<file path="config.mk">
export PLATFORM = sky130hd
export DESIGN_NAME = hamming74_uart_tx_flat
export DESIGN_NICKNAME = d
export VERILOG_FILES = /design/src/rtl/hamming74_uart_tx_if.sv /design/src/rtl/hamming74_uart_tx.sv /design/src/flat_wrapper.sv
export SDC_FILE = /design/constraint.sdc
export NUM_CORES = 1
export LEC_CHECK = 0
export CAP_MARGIN = 20
export CORE_UTILIZATION = 40
export CTS_BUF_LIST = sky130_fd_sc_hd__clkbuf_8
export CTS_CLUSTER_DIAMETER = 30
export CTS_CLUSTER_SIZE = 12
export DETAILED_ROUTE_END_ITERATION = 16
export SETUP_SLACK_MARGIN = 0.4
export SLEW_MARGIN = 0
export SYNTH_ARGS = -nofsm -noshare
export SYNTH_HDL_FRONTEND = slang
export SYNTH_SLANG_ARGS = --single-unit
</file>
<file path="constraint.sdc">
create_clock -name clk -period 7.2 [get_ports clk]
set_input_delay 1.44 -clock clk [delete_from_list [all_inputs] [get_ports clk]]
set_output_delay 1.44 -clock clk [all_outputs]
set_load 0.01 [all_outputs]
</file>
<file path="src/rtl/hamming74_uart_tx_if.sv">
// Request-side handshake bundle for the Hamming(7,4) UART transmitter.
// The master drives the nibble, the error-injection position and valid.
// The slave (the transmitter) returns ready.
interface hamming74_uart_tx_if;
  logic [3:0] in_data;
  logic [2:0] in_err_pos;
  logic       in_valid;
  logic       in_ready;

  modport master (
    output in_data,
    output in_err_pos,
    output in_valid,
    input  in_ready
  );

  modport slave (
    input  in_data,
    input  in_err_pos,
    input  in_valid,
    output in_ready
  );
endinterface

</file>
<file path="src/rtl/hamming74_uart_tx.sv">
// Hamming(7,4) UART transmitter.
// - Encodes a nibble into a 7-bit codeword, with optional single-bit error injection.
// - Sends one UART frame: start bit, 7 code bits LSB first, optional even parity, stop bit.
// Optional feature macro: PARITY_BIT_EN adds an even-parity bit after the code bits,
// giving a 10-bit frame instead of a 9-bit frame.
module hamming74_uart_tx #(
  parameter int CLKS_PER_BIT = 16
) (
  input  logic                     clk,
  input  logic                     rst,
  input  logic                     ena,
  hamming74_uart_tx_if.slave       s_if,
  output logic                     tx,
  output logic                     busy,
  output logic                     tx_done,
  output logic [6:0]               code_out,
  output logic [2:0]               state_out
);

  localparam int CW = (CLKS_PER_BIT > 1) ? $clog2(CLKS_PER_BIT) : 1;

  typedef enum logic [2:0] {
    IDLE   = 3'd0,
    START  = 3'd1,
    DATA   = 3'd2,
    PARITY = 3'd3,
    STOP   = 3'd4
  } state_t;

  state_t        state_reg, state_next;
  logic [CW-1:0] cnt_reg, cnt_next;
  logic [2:0]    idx_reg, idx_next;
  logic [6:0]    code_reg, code_next;
  logic          tx_reg, tx_next;

  logic [6:0]    code_clean;
  logic [6:0]    err_mask;
  logic          accept;
  logic          cnt_last;

  // Codeword bit i corresponds to Hamming position i+1: {d3,d2,d1,p3,d0,p2,p1}.
  assign code_clean = {s_if.in_data[3],
                       s_if.in_data[2],
                       s_if.in_data[1],
                       s_if.in_data[1] ^ s_if.in_data[2] ^ s_if.in_data[3],
                       s_if.in_data[0],
                       s_if.in_data[0] ^ s_if.in_data[2] ^ s_if.in_data[3],
                       s_if.in_data[0] ^ s_if.in_data[1] ^ s_if.in_data[3]};

  // One-hot error mask: position p (1..7) flips codeword bit p-1; 0 flips nothing.
  generate
    for (genvar gi = 0; gi < 7; gi++) begin : g_err_mask
      assign err_mask[gi] = (s_if.in_err_pos == 3'(gi + 1));
    end
  endgenerate

  assign s_if.in_ready = (state_reg == IDLE) && !rst;
  assign accept        = s_if.in_valid && s_if.in_ready && ena;
  assign cnt_last      = (cnt_reg == CW'(CLKS_PER_BIT - 1));

  // Next-state logic: bit timing, bit index and codeword latch; holds everything while ena is low.
  always_comb begin
    state_next = state_reg;
    cnt_next   = cnt_reg;
    idx_next   = idx_reg;
    code_next  = code_reg;
    if (ena) begin
      if (state_reg == IDLE) begin
        if (accept) begin
          state_next = START;
          cnt_next   = '0;
          code_next  = code_clean ^ err_mask;
        end
      end else if (cnt_last) begin
        cnt_next = '0;
        case (state_reg)
          START: begin
            state_next = DATA;
            idx_next   = 3'd0;
          end
          DATA: begin
            if (idx_reg == 3'd6) begin
`ifdef PARITY_BIT_EN
              state_next = PARITY;
`else
              state_next = STOP;
`endif
            end else begin
              idx_next = idx_reg + 3'd1;
            end
          end
          PARITY:  state_next = STOP;
          default: state_next = IDLE;
        endcase
      end else begin
        cnt_next = cnt_reg + CW'(1);
      end
    end
  end

  // Line level for the upcoming cycle, derived from the next state so tx is a clean register.
  always_comb begin
    tx_next = 1'b1;
    case (state_next)
      START:   tx_next = 1'b0;
      DATA:    tx_next = code_next[idx_next];
      PARITY:  tx_next = ^code_next;
      default: tx_next = 1'b1;
    endcase
  end

  // State registers; reset aborts any frame in progress and returns the line to idle.
  always_ff @(posedge clk) begin
    if (rst) begin
      state_reg <= IDLE;
      cnt_reg   <= '0;
      idx_reg   <= 3'd0;
      code_reg  <= 7'd0;
      tx_reg    <= 1'b1;
    end else if (ena) begin
      state_reg <= state_next;
      cnt_reg   <= cnt_next;
      idx_reg   <= idx_next;
      code_reg  <= code_next;
      tx_reg    <= tx_next;
    end
  end

  assign tx        = tx_reg;
  assign busy      = (state_reg != IDLE);
  assign tx_done   = (state_reg == STOP) && cnt_last;
  assign code_out  = code_reg;
  assign state_out = state_reg;

endmodule
</file>
<file path="src/flat_wrapper.sv">
// flat-port wrapper written by rule: the top's interface ports become plain ports
module hamming74_uart_tx_flat 
#(
  parameter int CLKS_PER_BIT = 16
)
  (clk, rst, ena, tx, busy, tx_done, code_out, state_out, s_if_in_data, s_if_in_err_pos, s_if_in_valid, s_if_in_ready);
  hamming74_uart_tx_if s_if_i ();
  input  logic clk;
  input  logic rst;
  input  logic ena;
  output logic tx;
  output logic busy;
  output logic tx_done;
  output logic [6:0] code_out;
  output logic [2:0] state_out;
  input wire logic [$bits(s_if_i.in_data)-1:0] s_if_in_data;
  input wire logic [$bits(s_if_i.in_err_pos)-1:0] s_if_in_err_pos;
  input wire logic [$bits(s_if_i.in_valid)-1:0] s_if_in_valid;
  output wire logic [$bits(s_if_i.in_ready)-1:0] s_if_in_ready;
  assign s_if_i.in_data = s_if_in_data;
  assign s_if_i.in_err_pos = s_if_in_err_pos;
  assign s_if_i.in_valid = s_if_in_valid;
  assign s_if_in_ready = s_if_i.in_ready;
  hamming74_uart_tx #(.CLKS_PER_BIT(CLKS_PER_BIT)) u_core (.clk(clk), .rst(rst), .ena(ena), .s_if(s_if_i), .tx(tx), .busy(busy), .tx_done(tx_done), .code_out(code_out), .state_out(state_out));
endmodule
</file>
=== After elaboration in Yosys (flattened, before gate mapping) ===
Index checks and enable logic that the tools add are counted.

* Add/subtract/negate cells: 2
* Order comparisons: 1
* Equal/unequal tests: 17
* Mux-type cells: 20
* Bitwise gates (word level): 7
* Reduce and logical (&&, ||, !) cells: 9

{| class="wikitable"
|+ Operator list
! operator !! count
|-
| 2-to-1 mux 3 bit || 9
|-
| 2-to-1 mux 7 bit || 3
|-
| equality test 3 x 2 -> 1 bit (second input constant) || 6
|-
| equality test 3 bit (second input constant) || 6
|-
| 2-to-1 mux 4 bit || 3
|-
| equality test 3 x 1 -> 1 bit (second input constant) || 3
|-
| one-hot mux 3 bit (3 select lines) || 1
|-
| parity 7 bit || 1
|-
| bitwise XOR 7 bit || 1
|-
| one-hot mux 3 bit (2 select lines) || 1
|-
| bitwise XOR 1 bit || 6
|-
| adder 4 x 1 -> 4 bit (second input constant) || 1
|-
| equality test 4 bit (second input constant) || 1
|-
| logical AND 1 bit || 4
|-
| < comparator 3 x 4 -> 1 bit (second input constant) || 1
|-
| adder 3 x 1 -> 3 bit (second input constant) || 1
|-
| binary-select mux 1 bit (select 3 bit) || 1
|-
| zero test 3 bit || 1
|-
| one-hot mux 1 bit (3 select lines) || 1
|-
| nonzero test 3 bit || 1
|-
| != test 2 x 1 -> 1 bit (second input constant) || 1
|-
| AND reduction 2 bit || 1
|-
| zero test 1 bit || 1
|-
| 2-to-1 mux 1 bit || 1
|}

* Register bits after elaboration: 18
* Input bits: 11
* Output and inout port bits: 14
* Logic and storage cells: 61

=== Depth between registers and ports, before layout ===
* Depth after elaboration: 10
* Gate-level depth with buffers: 10
* Gate-level depth less buffers: 10

=== Worst setup path before layout ===
No wires, ideal clock.

* Path kind: in2reg
* Start point: input rst
* End point: register u_core.tx_reg, in the netlist u_core.tx
* Library setup time: 0.077 ns
* Arrival time: 3.203 ns
* Data required time: 7.123 ns
* Setup slack: 3.921 ns
* Stages: 9
* Buffers on the path: 1
* Cells stage by stage: nor4_2 -> and3_1 -> buf_6 -> mux2i_2 -> xnor2_1 -> xnor2_1 -> xnor2_1 -> or3_1 -> a41oi_2

* Cells in the longest elaborated chain, start to end: 10
* Elaborated cells between the ends (all ways): 17
* Those cells by class: 3 x eq/ne; 9 x mux; 5 x reduce/logical

{| class="wikitable"
|+ Ends and longest elaborated chain
! what !! RTL line !! text
|-
| from (decl) || flat_wrapper.sv:9 || <nowiki>input logic rst;</nowiki>
|-
| zero test 1 bit || hamming74_uart_tx.sv:57 || <nowiki>assign s_if.in_ready = (state_reg == IDLE) && !rst;</nowiki>
|-
| logical AND 1 bit || hamming74_uart_tx.sv:57 ||
|-
| logical AND 1 bit (2 in a row) || hamming74_uart_tx.sv:58 || <nowiki>assign accept = s_if.in_valid && s_if.in_ready && ena;</nowiki>
|-
| 2-to-1 mux 7 bit || hamming74_uart_tx.sv:69 || <nowiki>if (accept) begin</nowiki>
|-
| 2-to-1 mux 7 bit || hamming74_uart_tx.sv:68 || <nowiki>if (state_reg == IDLE) begin</nowiki>
|-
| 2-to-1 mux 7 bit || hamming74_uart_tx.sv:67 || <nowiki>if (ena) begin</nowiki>
|-
| binary-select mux 1 bit (select 3 bit) || hamming74_uart_tx.sv:106 || <nowiki>DATA: tx_next = code_next[idx_next];</nowiki>
|-
| 2-to-1 mux 1 bit (implied by the code) || hamming74_uart_tx.sv:106 ||
|-
| one-hot mux 1 bit (3 select lines) || hamming74_uart_tx.sv:104 || <nowiki>case (state_next)</nowiki>
|-
| to (signal assigned) || hamming74_uart_tx.sv:125 || <nowiki>tx_reg <= tx_next;</nowiki>
|-
| to (decl) || hamming74_uart_tx.sv:34 || <nowiki>logic tx_reg, tx_next;</nowiki>
|}

Parallel ways exist; a longest one is shown, timed or not. The select of a mux whose other input is x is not followed.
A chain may end at the register's enable or synchronous reset.

=== Final worst setup path ===
* Start point: input rst
* End point: output s_if_in_ready

* Cells in the longest elaborated chain, start to end: 2

{| class="wikitable"
|+ Ends and longest elaborated chain
! what !! RTL line !! text
|-
| zero test 1 bit || hamming74_uart_tx.sv:57 ||
|-
| logical AND 1 bit || hamming74_uart_tx.sv:57 ||
|-
| to (decl) || flat_wrapper.sv:19 || <nowiki>output wire logic [$bits(s_if_i.in_ready)-1:0] s_if_in_ready;</nowiki>
|}

Every way passes these cells.

==> results_dict.tcl <==
set metrics [dict create \
    status "complete, but fails checks" \
    violations "design-rule violations" \
    num_vias 1049 \
    clockBufferDepth 2 \
    yosysUniqueCellTypes 35 \
    layout_commonest_cell "clkdlybuf4s50_1" \
    rsz0062_at_grt "no" \
    numCtsBuffers 3 \
    finalSetupViolations 0 \
    final_cell_mix "clkdlybuf4s50_1 (24), nor2_1 (21), dfxtp_1 (18), xnor2_1 (12)" \
    postCtsSetupBuffers 0 \
    pin_count 25 \
    regArea_um2 360 \
    gp_congestion 0.815 \
    root_buffer "clkbuf_8" \
    fin_skew_ps 3.73 \
    finalHoldViolCount 0 \
    initial_utilization_pct 43.3 \
    layout-drive-gt1-share_pct 6.96 \
    drtAntennaViolNets 0 \
    drt_iter0_markers 61 \
    largest_register_ffs 7 \
    drc 2 \
    worstPathRequired_ps 5760 \
    grt_max_degree 21 \
    core_area_um2 2810 \
    cts_hold_buf 0 \
    hold_class "flip-flop to flip-flop" \
    power_frac_seq_pct 46.6 \
    slew_viol_final 0 \
    crit_chain "clkdlybuf4s50_1 > nor4_2 > clkdlybuf4s50_1" \
    n_fill_cell 275 \
    cp_max_fo 20 \
    tightest_slew_ps 730 \
    powerDensity_nw_per_um2 150 \
    cts_sinks 18 \
    clkSlewWorstSetupHoldPaths_ps 60 \
    num_rows 19 \
    reg2reg_slack_ps 4440 \
    power_frac_clock_pct 30.2 \
    cp-start-kind "primary input" \
    dp_hpwl_um 1970 \
    crit_top_cell "clkdlybuf4s50_1" \
    seq_area_frac_synth_pct 29.7 \
    synth_ff_type "dfxtp_1" \
    fmax_mhz 218 \
    cts_resized 0 \
    synth-seq-cells 18 \
    crit_type "primary input to output pin" \
    wl_per_cell_um 13.8 \
    power_switching_uw 57.0 \
    hold_slack_ps 544 \
    dp_cells 186 \
    die_y_um 57.1 \
    vias_per_cell 5.55 \
    pwr-share-comb_pct 23.1 \
    power.internal_uw 168 \
    antenna_found_initial 0 \
    max_cap_viol_count 0 \
    synthesis.nets 151 \
    synth_edf_count 0 \
    dr.pass1.iters 10 \
    layout.cells.non_filler 189 \
    fp.dieW_um 57.1 \
    cts_tree "yes" \
    multiInputGateArea_um2 811 \
    grt_overflow 0 \
    grt_pass1_vias 1041 \
    crit_arrival_ps 3150 \
    timing.final.crit_share_pct 63.7 \
    swShare_pct 25.3 \
    critical-path-max-stage-delay_ps 780 \
    dieArea_um2 3260 \
    synthCells 137 \
    synth_area_um2 1210 \
    end_kind "output pin" \
    fin_setup_tns_ps 0 \
    io_buffers 24 \
    critPathSlowestCell "clkdlybuf4s50_1" \
    max_slew_margin_pct 51.2 \
    ir_drop_mv 0.0892 \
    avgSynthCellArea_um2 8.86 \
    routed_wl_um 2600 \
    p_leak_uw 0.000576 \
    grt_pass1_wl_um 4530 \
    nets 174 \
    htree_levels 1 \
    final_core_utilization_pct 53.4 \
    clock_latency_ps 250 \
    grt_use_total_pct 17.8 \
    yosys_warnings 0 \
    period_minus_slack_ps 4590 \
    async_flop_share_pct 0 \
    syn_to_final_growth_pct 23.5 \
    num_antenna_cells 0 \
]
==> routing by layer <==
layer | part of all wire (%) | vias to the layer above | GRT usage (%) | routed length (µm)
met5 | 0 | - | 0 | 0
met4 | 0.88 | 0 | 4.88 | 23
met3 | 3.8 | 4 | 4.31 | 98
met2 | 46 | 19 | 28.1 | 1190
met1 | 50 | 496 | 24.3 | 1290
li1 | - | 530 | - | -
==> logic make-up after synthesis <==
logic type / after synthesis / share of synthesized area, %
AND/OR/NAND/NOR: 58 / 25.5
AO/OA/AOI/OAI: 23 / 12.5
flip-flops: 18 / 29.7
XOR/XNOR: 17 / 15.7
multiplexers: 10 / 10.1
buffers and inverters: 8 / 3.51
adder cells (fa/ha/maj): 3 / 3.09
==> stage by stage <==
stage	worst slack [ps]	cell area (µm²)	power (µW)
after global placement	2640	1460	158
after global routing	2460	1500	238
after floorplan	3920	1210	141
after CTS	2590	1500	228
final	2610	1500	225
after detailed placement	2590	1460	159
==> cells in the mapped netlist (all sizes together), types with 3 or more instances <==
cell type / count / area [µm²]
nor2: 21 / 78.8
dfxtp: 18 / 360
xnor2: 12 / 105
mux2i: 10 / 123
o21ai: 8 / 40.0
a21oi: 6 / 30.0
nand3b: 5 / 37.5
nor3: 5 / 25.0
and3: 4 / 25.0
nand2: 4 / 15.0
nand3: 4 / 20.0
nor3b: 4 / 30.0
a22oi: 3 / 22.5
and2: 3 / 18.8
buf: 3 / 23.8
clkbuf: 3 / 11.3
ha: 3 / 37.5
or3: 3 / 18.8
xnor3: 3 / 67.6
==> layout make-up <==
| class | instances | share of cell area [%] |
|---|---|---|
| inverters | 2 | 0.501 |
| flip-flops and latches | 18 | 24.0 |
| multi-input cells | 111 | 54.1 |
| well taps | 31 | 2.59 |
| repair buffers | 24 | 16.0 |
| clock buffers | 3 | 2.75 |
==> power by group through the flow <==
stage	Sequential [µW]	Combinational, µW	Clock (µW)
2_1_floorplan	107	34.0	0
5_1_grt	105	56.7	76.3
4_1_cts	105	52.4	70.5
3_3_place_gp	107	51.5	0
3_5_place_dp	107	52.1	0
6_report	105	52.0	68.0
==> worst max-delay path, delay by kind of cell <==
kind | cells | cell delay (ps)
buffers and inverters | 2 | 1370
AND/OR/NAND/NOR | 1 | 330
==> path summary, 6_finish.rpt <==
kind / depth (start not counted) / to / startpoint
max: 3 / s_if_in_ready / rst
min reg2reg: 2 / u_core.cnt_reg[2] / u_core.cnt_reg[2]
min: 2 / u_core.cnt_reg[2] / u_core.cnt_reg[2]
max reg2reg: 8 / u_core.tx / u_core.state_out[0]
No activity file was read; power rests on OpenSTA's default activity.
